[src/rtl/mult_div_pkg.sv]
// ---------------------------------------------------------------------------
// mult_div_pkg
// Shared definitions for the sequential multiply/divide unit.
//   state_e    : control FSM states (IDLE, MULT, DIV, FIX, DONE)
//   OP_MULT/DIV: encoding of the 'op' input
//   cnt_width(): iteration counter width for a given operand width
//   CNT_W      : counter width for the default 32-bit operand width
// ---------------------------------------------------------------------------
package mult_div_pkg;

  typedef enum logic [2:0] {
    IDLE = 3'd0,
    MULT = 3'd1,
    DIV  = 3'd2,
    FIX  = 3'd3,
    DONE = 3'd4
  } state_e;

  localparam logic OP_MULT = 1'b0;
  localparam logic OP_DIV  = 1'b1;

  localparam int DEF_WIDTH = 32;

  // Counter must hold 0 .. WIDTH-1 with one bit of headroom.
  function automatic int cnt_width(input int w);
    return $clog2(w) + 1;
  endfunction

  localparam int CNT_W = cnt_width(DEF_WIDTH);

endpackage

[src/rtl/mult_div_unit_div_restore_step.sv]
// ---------------------------------------------------------------------------
// div_restore_step
// One combinational iteration of restoring division on magnitudes.
// Ports:
//   rem_i [WIDTH-1:0] : current partial remainder (always < div_i)
//   bit_i             : next dividend bit, shifted into the remainder
//   div_i [WIDTH-1:0] : divisor magnitude (non-zero)
//   rem_o [WIDTH-1:0] : next partial remainder
//   q_o               : quotient bit produced by this iteration
// ---------------------------------------------------------------------------
module div_restore_step #(
  parameter int WIDTH = 32
) (
  input  logic [WIDTH-1:0] rem_i,
  input  logic             bit_i,
  input  logic [WIDTH-1:0] div_i,
  output logic [WIDTH-1:0] rem_o,
  output logic             q_o
);

  logic [WIDTH:0] trial_s;
  logic [WIDTH:0] diff_s;

  // Trial subtraction one bit wider than the operands; bit WIDTH of the
  // difference is set exactly when the shifted remainder is below the divisor.
  always_comb begin
    trial_s = {rem_i, bit_i};
    diff_s  = trial_s - {1'b0, div_i};
    q_o     = ~diff_s[WIDTH];
    if (q_o) begin
      rem_o = diff_s[WIDTH-1:0];
    end else begin
      rem_o = trial_s[WIDTH-1:0];
    end
  end

endmodule

[src/rtl/mult_div_unit.sv]
// ---------------------------------------------------------------------------
// mult_div_unit
// Iterative signed multiply / divide unit producing a HI/LO pair.
// Multiply: radix-2 Booth, one bit per cycle (done in cycle WIDTH+1).
// Divide  : restoring division on magnitudes plus one sign-fix cycle
//           (done in cycle WIDTH+2); divide by zero finishes in cycle 1
//           with div_zero=1 and HI/LO untouched.
// Optional build macro MULT_DIV_UNSIGNED_EN adds op_unsigned (multu/divu).
// Ports:
//   clk, reset_n  : clock (rising edge), asynchronous active-low reset
//   start, op     : one-cycle request accepted in IDLE; op 0=mult, 1=div
//   op_unsigned   : (MULT_DIV_UNSIGNED_EN only) treat operands as unsigned
//   a, b          : operands, captured on the accepting edge
//   busy          : high in every non-IDLE state (including DONE)
//   done          : one-cycle completion pulse
//   div_zero      : division by zero flag, held until the next accepted start
//   hi, lo        : mult: product high/low; div: remainder/quotient
// ---------------------------------------------------------------------------
module mult_div_unit
  import mult_div_pkg::*;
#(
  parameter int WIDTH = 32
) (
  input  logic             clk,
  input  logic             reset_n,
  input  logic             start,
  input  logic             op,
`ifdef MULT_DIV_UNSIGNED_EN
  input  logic             op_unsigned,
`endif
  input  logic [WIDTH-1:0] a,
  input  logic [WIDTH-1:0] b,
  output logic             busy,
  output logic             done,
  output logic             div_zero,
  output logic [WIDTH-1:0] hi,
  output logic [WIDTH-1:0] lo
);

  localparam int CW = cnt_width(WIDTH);

  state_e           state_q, state_d;
  logic [CW-1:0]    cnt_q, cnt_d;
  logic             uns_q, uns_d;
  logic             sa_q, sa_d;
  logic             sb_q, sb_d;
  // Multiplicand (mult) or divisor magnitude (div).
  logic [WIDTH-1:0] m_q, m_d;
  // Booth multiplier/low product (mult) or dividend/quotient shift register (div).
  logic [WIDTH-1:0] wlo_q, wlo_d;
  // Booth accumulator (mult); its low WIDTH bits hold the partial remainder (div).
  logic [WIDTH+1:0] acc_q, acc_d;
  logic             qm1_q, qm1_d;
  logic             busy_q, busy_d;
  logic             done_q, done_d;
  logic             dz_q, dz_d;
  logic [WIDTH-1:0] hi_q, hi_d;
  logic [WIDTH-1:0] lo_q, lo_d;

  logic             uns_s;
  logic [WIDTH+1:0] m_ext_s, booth_sum_s, booth_acc_s;
  logic [WIDTH-1:0] booth_lo_s, booth_hi_s;
  logic [WIDTH-1:0] div_rem_s;
  logic             div_q_s;
  logic [WIDTH-1:0] fix_hi_s, fix_lo_s;

`ifdef MULT_DIV_UNSIGNED_EN
  assign uns_s = op_unsigned;
`else
  assign uns_s = 1'b0;
`endif

  function automatic logic [WIDTH-1:0] neg2(input logic [WIDTH-1:0] x);
    return ~x + WIDTH'(1);
  endfunction

  // Magnitude of a signed operand; unsigned operands pass through.
  function automatic logic [WIDTH-1:0] mag(input logic [WIDTH-1:0] x, input logic is_signed);
    if (is_signed && x[WIDTH-1]) begin
      return neg2(x);
    end else begin
      return x;
    end
  endfunction

  // Booth step: two guard bits keep the accumulator exact even for the most
  // negative multiplicand and for zero-extended unsigned multiplicands.
  always_comb begin
    if (uns_q) begin
      m_ext_s = {2'b00, m_q};
    end else begin
      m_ext_s = {{2{m_q[WIDTH-1]}}, m_q};
    end
    case ({wlo_q[0], qm1_q})
      2'b01:   booth_sum_s = acc_q + m_ext_s;
      2'b10:   booth_sum_s = acc_q - m_ext_s;
      default: booth_sum_s = acc_q;
    endcase
    booth_acc_s = {booth_sum_s[WIDTH+1], booth_sum_s[WIDTH+1:1]};
    booth_lo_s  = {booth_sum_s[0], wlo_q[WIDTH-1:1]};
    // Booth reads the multiplier as signed; an unsigned multiplier with its
    // MSB set is short by multiplicand * 2^WIDTH, added back into HI.
    if (uns_q && sb_q) begin
      booth_hi_s = booth_acc_s[WIDTH-1:0] + m_q;
    end else begin
      booth_hi_s = booth_acc_s[WIDTH-1:0];
    end
  end

  div_restore_step #(
    .WIDTH(WIDTH)
  ) u_div_step (
    .rem_i (acc_q[WIDTH-1:0]),
    .bit_i (wlo_q[WIDTH-1]),
    .div_i (m_q),
    .rem_o (div_rem_s),
    .q_o   (div_q_s)
  );

  // Sign correction: quotient negative when operand signs differ, remainder
  // follows the dividend; this truncates the quotient toward zero.
  always_comb begin
    if (!uns_q && (sa_q ^ sb_q)) begin
      fix_lo_s = neg2(wlo_q);
    end else begin
      fix_lo_s = wlo_q;
    end
    if (!uns_q && sa_q) begin
      fix_hi_s = neg2(acc_q[WIDTH-1:0]);
    end else begin
      fix_hi_s = acc_q[WIDTH-1:0];
    end
  end

  // Control FSM next-state and datapath updates.
  always_comb begin
    state_d = state_q;
    cnt_d   = cnt_q;
    uns_d   = uns_q;
    sa_d    = sa_q;
    sb_d    = sb_q;
    m_d     = m_q;
    wlo_d   = wlo_q;
    acc_d   = acc_q;
    qm1_d   = qm1_q;
    dz_d    = dz_q;
    hi_d    = hi_q;
    lo_d    = lo_q;
    case (state_q)
      IDLE: begin
        if (start) begin
          cnt_d = '0;
          acc_d = '0;
          qm1_d = 1'b0;
          uns_d = uns_s;
          sa_d  = a[WIDTH-1];
          sb_d  = b[WIDTH-1];
          dz_d  = 1'b0;
          if (op == OP_DIV) begin
            if (b == '0) begin
              state_d = DONE;
              dz_d    = 1'b1;
            end else begin
              state_d = DIV;
              m_d     = mag(b, !uns_s);
              wlo_d   = mag(a, !uns_s);
            end
          end else begin
            state_d = MULT;
            m_d     = a;
            wlo_d   = b;
          end
        end else begin
          state_d = IDLE;
        end
      end
      MULT: begin
        acc_d = booth_acc_s;
        wlo_d = booth_lo_s;
        qm1_d = wlo_q[0];
        cnt_d = cnt_q + CW'(1);
        if (cnt_q == CW'(WIDTH - 1)) begin
          state_d = DONE;
          hi_d    = booth_hi_s;
          lo_d    = booth_lo_s;
        end else begin
          state_d = MULT;
        end
      end
      DIV: begin
        acc_d = {2'b00, div_rem_s};
        wlo_d = {wlo_q[WIDTH-2:0], div_q_s};
        cnt_d = cnt_q + CW'(1);
        if (cnt_q == CW'(WIDTH - 1)) begin
          state_d = FIX;
        end else begin
          state_d = DIV;
        end
      end
      FIX: begin
        hi_d    = fix_hi_s;
        lo_d    = fix_lo_s;
        state_d = DONE;
      end
      DONE: begin
        state_d = IDLE;
      end
      default: begin
        state_d = IDLE;
      end
    endcase
    busy_d = (state_d != IDLE);
    done_d = (state_d == DONE);
  end

  // State, datapath and output registers.
  always_ff @(posedge clk or negedge reset_n) begin
    if (!reset_n) begin
      state_q <= IDLE;
      cnt_q   <= '0;
      uns_q   <= 1'b0;
      sa_q    <= 1'b0;
      sb_q    <= 1'b0;
      m_q     <= '0;
      wlo_q   <= '0;
      acc_q   <= '0;
      qm1_q   <= 1'b0;
      busy_q  <= 1'b0;
      done_q  <= 1'b0;
      dz_q    <= 1'b0;
      hi_q    <= '0;
      lo_q    <= '0;
    end else begin
      state_q <= state_d;
      cnt_q   <= cnt_d;
      uns_q   <= uns_d;
      sa_q    <= sa_d;
      sb_q    <= sb_d;
      m_q     <= m_d;
      wlo_q   <= wlo_d;
      acc_q   <= acc_d;
      qm1_q   <= qm1_d;
      busy_q  <= busy_d;
      done_q  <= done_d;
      dz_q    <= dz_d;
      hi_q    <= hi_d;
      lo_q    <= lo_d;
    end
  end

  assign busy     = busy_q;
  assign done     = done_q;
  assign div_zero = dz_q;
  assign hi       = hi_q;
  assign lo       = lo_q;

endmodule

[config.mk]
export PLATFORM = sky130hd
export DESIGN_NAME = mult_div_unit
export DESIGN_NICKNAME = d
export VERILOG_FILES = /design/src/rtl/mult_div_pkg.sv /design/src/rtl/mult_div_unit_div_restore_step.sv /design/src/rtl/mult_div_unit.sv
export SDC_FILE = /design/constraint.sdc
export NUM_CORES = 1
export LEC_CHECK = 0
export BUFFER_PORTS_ARGS = -buffer_cell sky130_fd_sc_hd__buf_2
export CORE_ASPECT_RATIO = 1.2
export CORE_UTILIZATION = 52
export DETAILED_ROUTE_END_ITERATION = 10
export PLACE_DENSITY = 0.73
export SLEW_MARGIN = 25
export SYNTH_ARGS = -nofsm -noshare
export SYNTH_HDL_FRONTEND = slang
export SYNTH_SLANG_ARGS = --single-unit
[constraint.sdc]
create_clock -name clk -period 5.4 [get_ports clk]
set_clock_uncertainty 0.15 [all_clocks]
set_input_delay 0.54 -clock clk [delete_from_list [all_inputs] [get_ports clk]]
set_output_delay 0.54 -clock clk [all_outputs]
set_load 0.05 [all_outputs]
==> results.md <==
- Outcome: finished, final reports clean
- # Max-Cap Violations: 0
- CP Max Fanout: 7
- Vias in the first global route: 14400
- Via count: 15030
- Setup-failing EPs final: 0
- Slowest Stage Delay on Critical Path: 0.57 ns
- Critical Path, Cell by Cell: nor4_1, nand3_1, nor2_1, and3_1, nand2_1, nor2_1, buf_4, a31oi_1, xnor2_1, ha_1, a21o_1, a21o_1, a21o_1, a21o_1, a211o_1, a31oi_1, a21oi_1, xnor2_1, nor2_1, a21oi_1, o221ai_1
- Initial antenna violation count: 1
- # nets final: 2129
- Library cells used by synthesis: 75
- # IOs: 135
- TNS Setup: 0 ns
- Post-synth net total: 2077
- Syn. warnings: 0
- Syn avg cell area: 7.928 um2
- Crit start category: register
- DIE HEIGHT: 190.2 um
- Reg clk slew, reported paths: 0.08 ns
- Clock latency on the worst-skew pair: 0.45 ns
- Die width: 158.8 um
- RSZ-0062 raised after global routing: false
- Post-Synthesis Cells: 1935
- Total CTS buffers: 17
- Leading cell type in the layout, fill and taps excluded: nand2_1
- Synth Flop Type: dfrtp_1
- Most frequent cells in the layout: 260 x nand2_1, 213 x o21ai_0, 176 x dfrtp_1
- Crit path max-delay cell type: nor4_1
- Area growth syn-to-layout: 10.14%
- F_max: 208.8 MHz
- Pin count of the biggest net entering global routing: 103
- First-pass GRT wire length: 78700 um
- Worst hold slack: 0.3250 ns
- All-Layer GR Usage: 33.29%
- CTS tree: built
- Share of cells above drive strength 1: 11.85%
- Post-synth EDFFs: 0
- Relative slew slack: 31.66%
- Routed length per instance: 21.04 um
- Final ANT Viol Nets: 0
- CTS H-Tree Depth: 4
- Core ar.: 28930 um2
- # port buffers: 134
- DRC viols: 0
- Starting Density: 53.03%
- Die Area: 30200 um2
- CP endpoint kind: register
- # clock sinks: 176
- Slew Limit Fails: 0
- Post-DP HPWL: 36960 um
- Period utilization: 88.71%
- Data arrival, critical path: 4.95 ns
- Seq/Total Area, Yosys: 28.71%
- FF+latch count, synth: 176
- Placement Rows: 68
- Netlist Area Pre-Place: 15340 um2
- Worst setup path category: reg2reg
- DR pass1 iterations: 8
- Gates resized, CTS repair: 0
- Remaining Overflow, GRT: 0
- HP Class: in2reg
- Critical path's most frequent cell: a21o_1
- Detailed Route Iter0 Violations: 1568
- Total wire length: 50200 um
- GP Congestion: 0.9501
- Root Buffer: clkbuf_16
- CTS max path bufs: 2
- Worst Path Buf+Inv: 1
- Delay-heaviest family, CP: compound AO/OA/AOI/OAI gates
- Critical Path RT: 5.56 ns
- Slew @ Worst Pin: 1.021 ns
- Share of flip-flops with an asynchronous set or reset: 100.0%
- Tmin final: 4.790 ns
- Drt via density: 6.300
- Final hold vios: 0
==> per-stage QoR <==
step	util, %	instances	setup slack (ns)	cell area, um2
2_1_floorplan	-	1935	1.162	15340
3_3_place_gp	56.13	2352	0.8253	16240
3_5_place_dp	56.13	2352	0.7052	16240
4_1_cts	58.32	2385	0.6308	16870
5_1_grt	58.40	2385	0.1798	16890
6_report	58.41	2386	0.6099	16900
==> kinds of logic after synthesis <==
family | Yosys count | synth area share, %
compound gates | 636 | 26.47
xor+xnor | 205 | 11.70
fa+ha+maj | 74 | 6.133
buf+inv | 194 | 5.008
flops | 176 | 28.71
mux | 65 | 4.412
simple gates | 585 | 17.56
==> sequential cells by signal, summed over array words and instances, names as in the netlist <==
signal,flops
busy,1
done,1
div_zero,1
sa_q,1
cnt_q,6
state_q,3
hi,32
m_q,32
qm1_q,1
acc_q,33
wlo_q,32
lo,32
sb_q,1
==> tightest hold or removal path, cell delays in order <==
cell	delay, ns
buf_2	0.13
o21ai_0	0.14
o21ai_0	0.06
==> area by class of cell <==
| type | instances | area, um2 |
|---|---|---|
| clock inverter | 15 | 197.7 |
| timing repair buffer | 160 | 899.6 |
| antenna | 1 | 2.502 |
| sequential | 176 | 4404 |
| inverter | 67 | 251.5 |
| fill | 2690 | 12030 |
| tap | 385 | 481.7 |
| multi-input combinational | 1565 | 10230 |
| clock buffer | 17 | 425.4 |
==> Yosys cell counts (all sizes together) (18+ instances only) <==
library cell	instances	share of area, %
nand2	263	6.4
o21ai	231	7.5
dfrtp	176	29
nor2	129	3.2
xnor2	107	6.1
clkbuf	104	2.5
a21oi	98	3.2
xor2	98	5.6
ha	72	5.9
inv	67	1.6
a31oi	48	2.0
mux2i	44	2.9
o31ai	37	1.8
a21o	31	1.5
nand3	30	0.98
a211oi	29	1.5
or3	25	1.1
buf	23	0.82
nor3	22	0.75
mux2	21	1.5
a221oi	18	1.0
a222oi	18	1.2
nand2b	18	0.73
o41ai	18	1.1
==> metal layers <==
metal  up-vias  global-route usage [%]  part of all wire [%]
met2       644                   56.09                    47
li1       7108                       -                     -
met3       117                   3.663                   6.8
met4         0                   15.80                   4.4
met1      7162                   42.70                    42
met5         -                       0                     0
==> worst paths after layout <==
path / to / depth (start not counted) / startpoint / slack [ns]
max: acc_q[30] / 21 / m_q[8] / 0.61
min: m_q[15] / 3 / a[15] / 0.32
max reg2reg: acc_q[30] / 21 / m_q[8] / 0.61
min reg2reg: cnt_q[5] / 1 / cnt_q[5] / 0.32
max in group asynchronous: acc_q[11] / 3 / reset_n / 3.56
min in group asynchronous: lo[15] / 2 / reset_n / 0.51
==> repair_timing <==
item,CTS,global route
hold buffers,1,0
hold endpoints to repair,5,0
buffers inserted,0,0
Power is left out: the tool's default activity adds up to more than one toggle a clock period on the data nets, which glitch-free logic cannot reach.
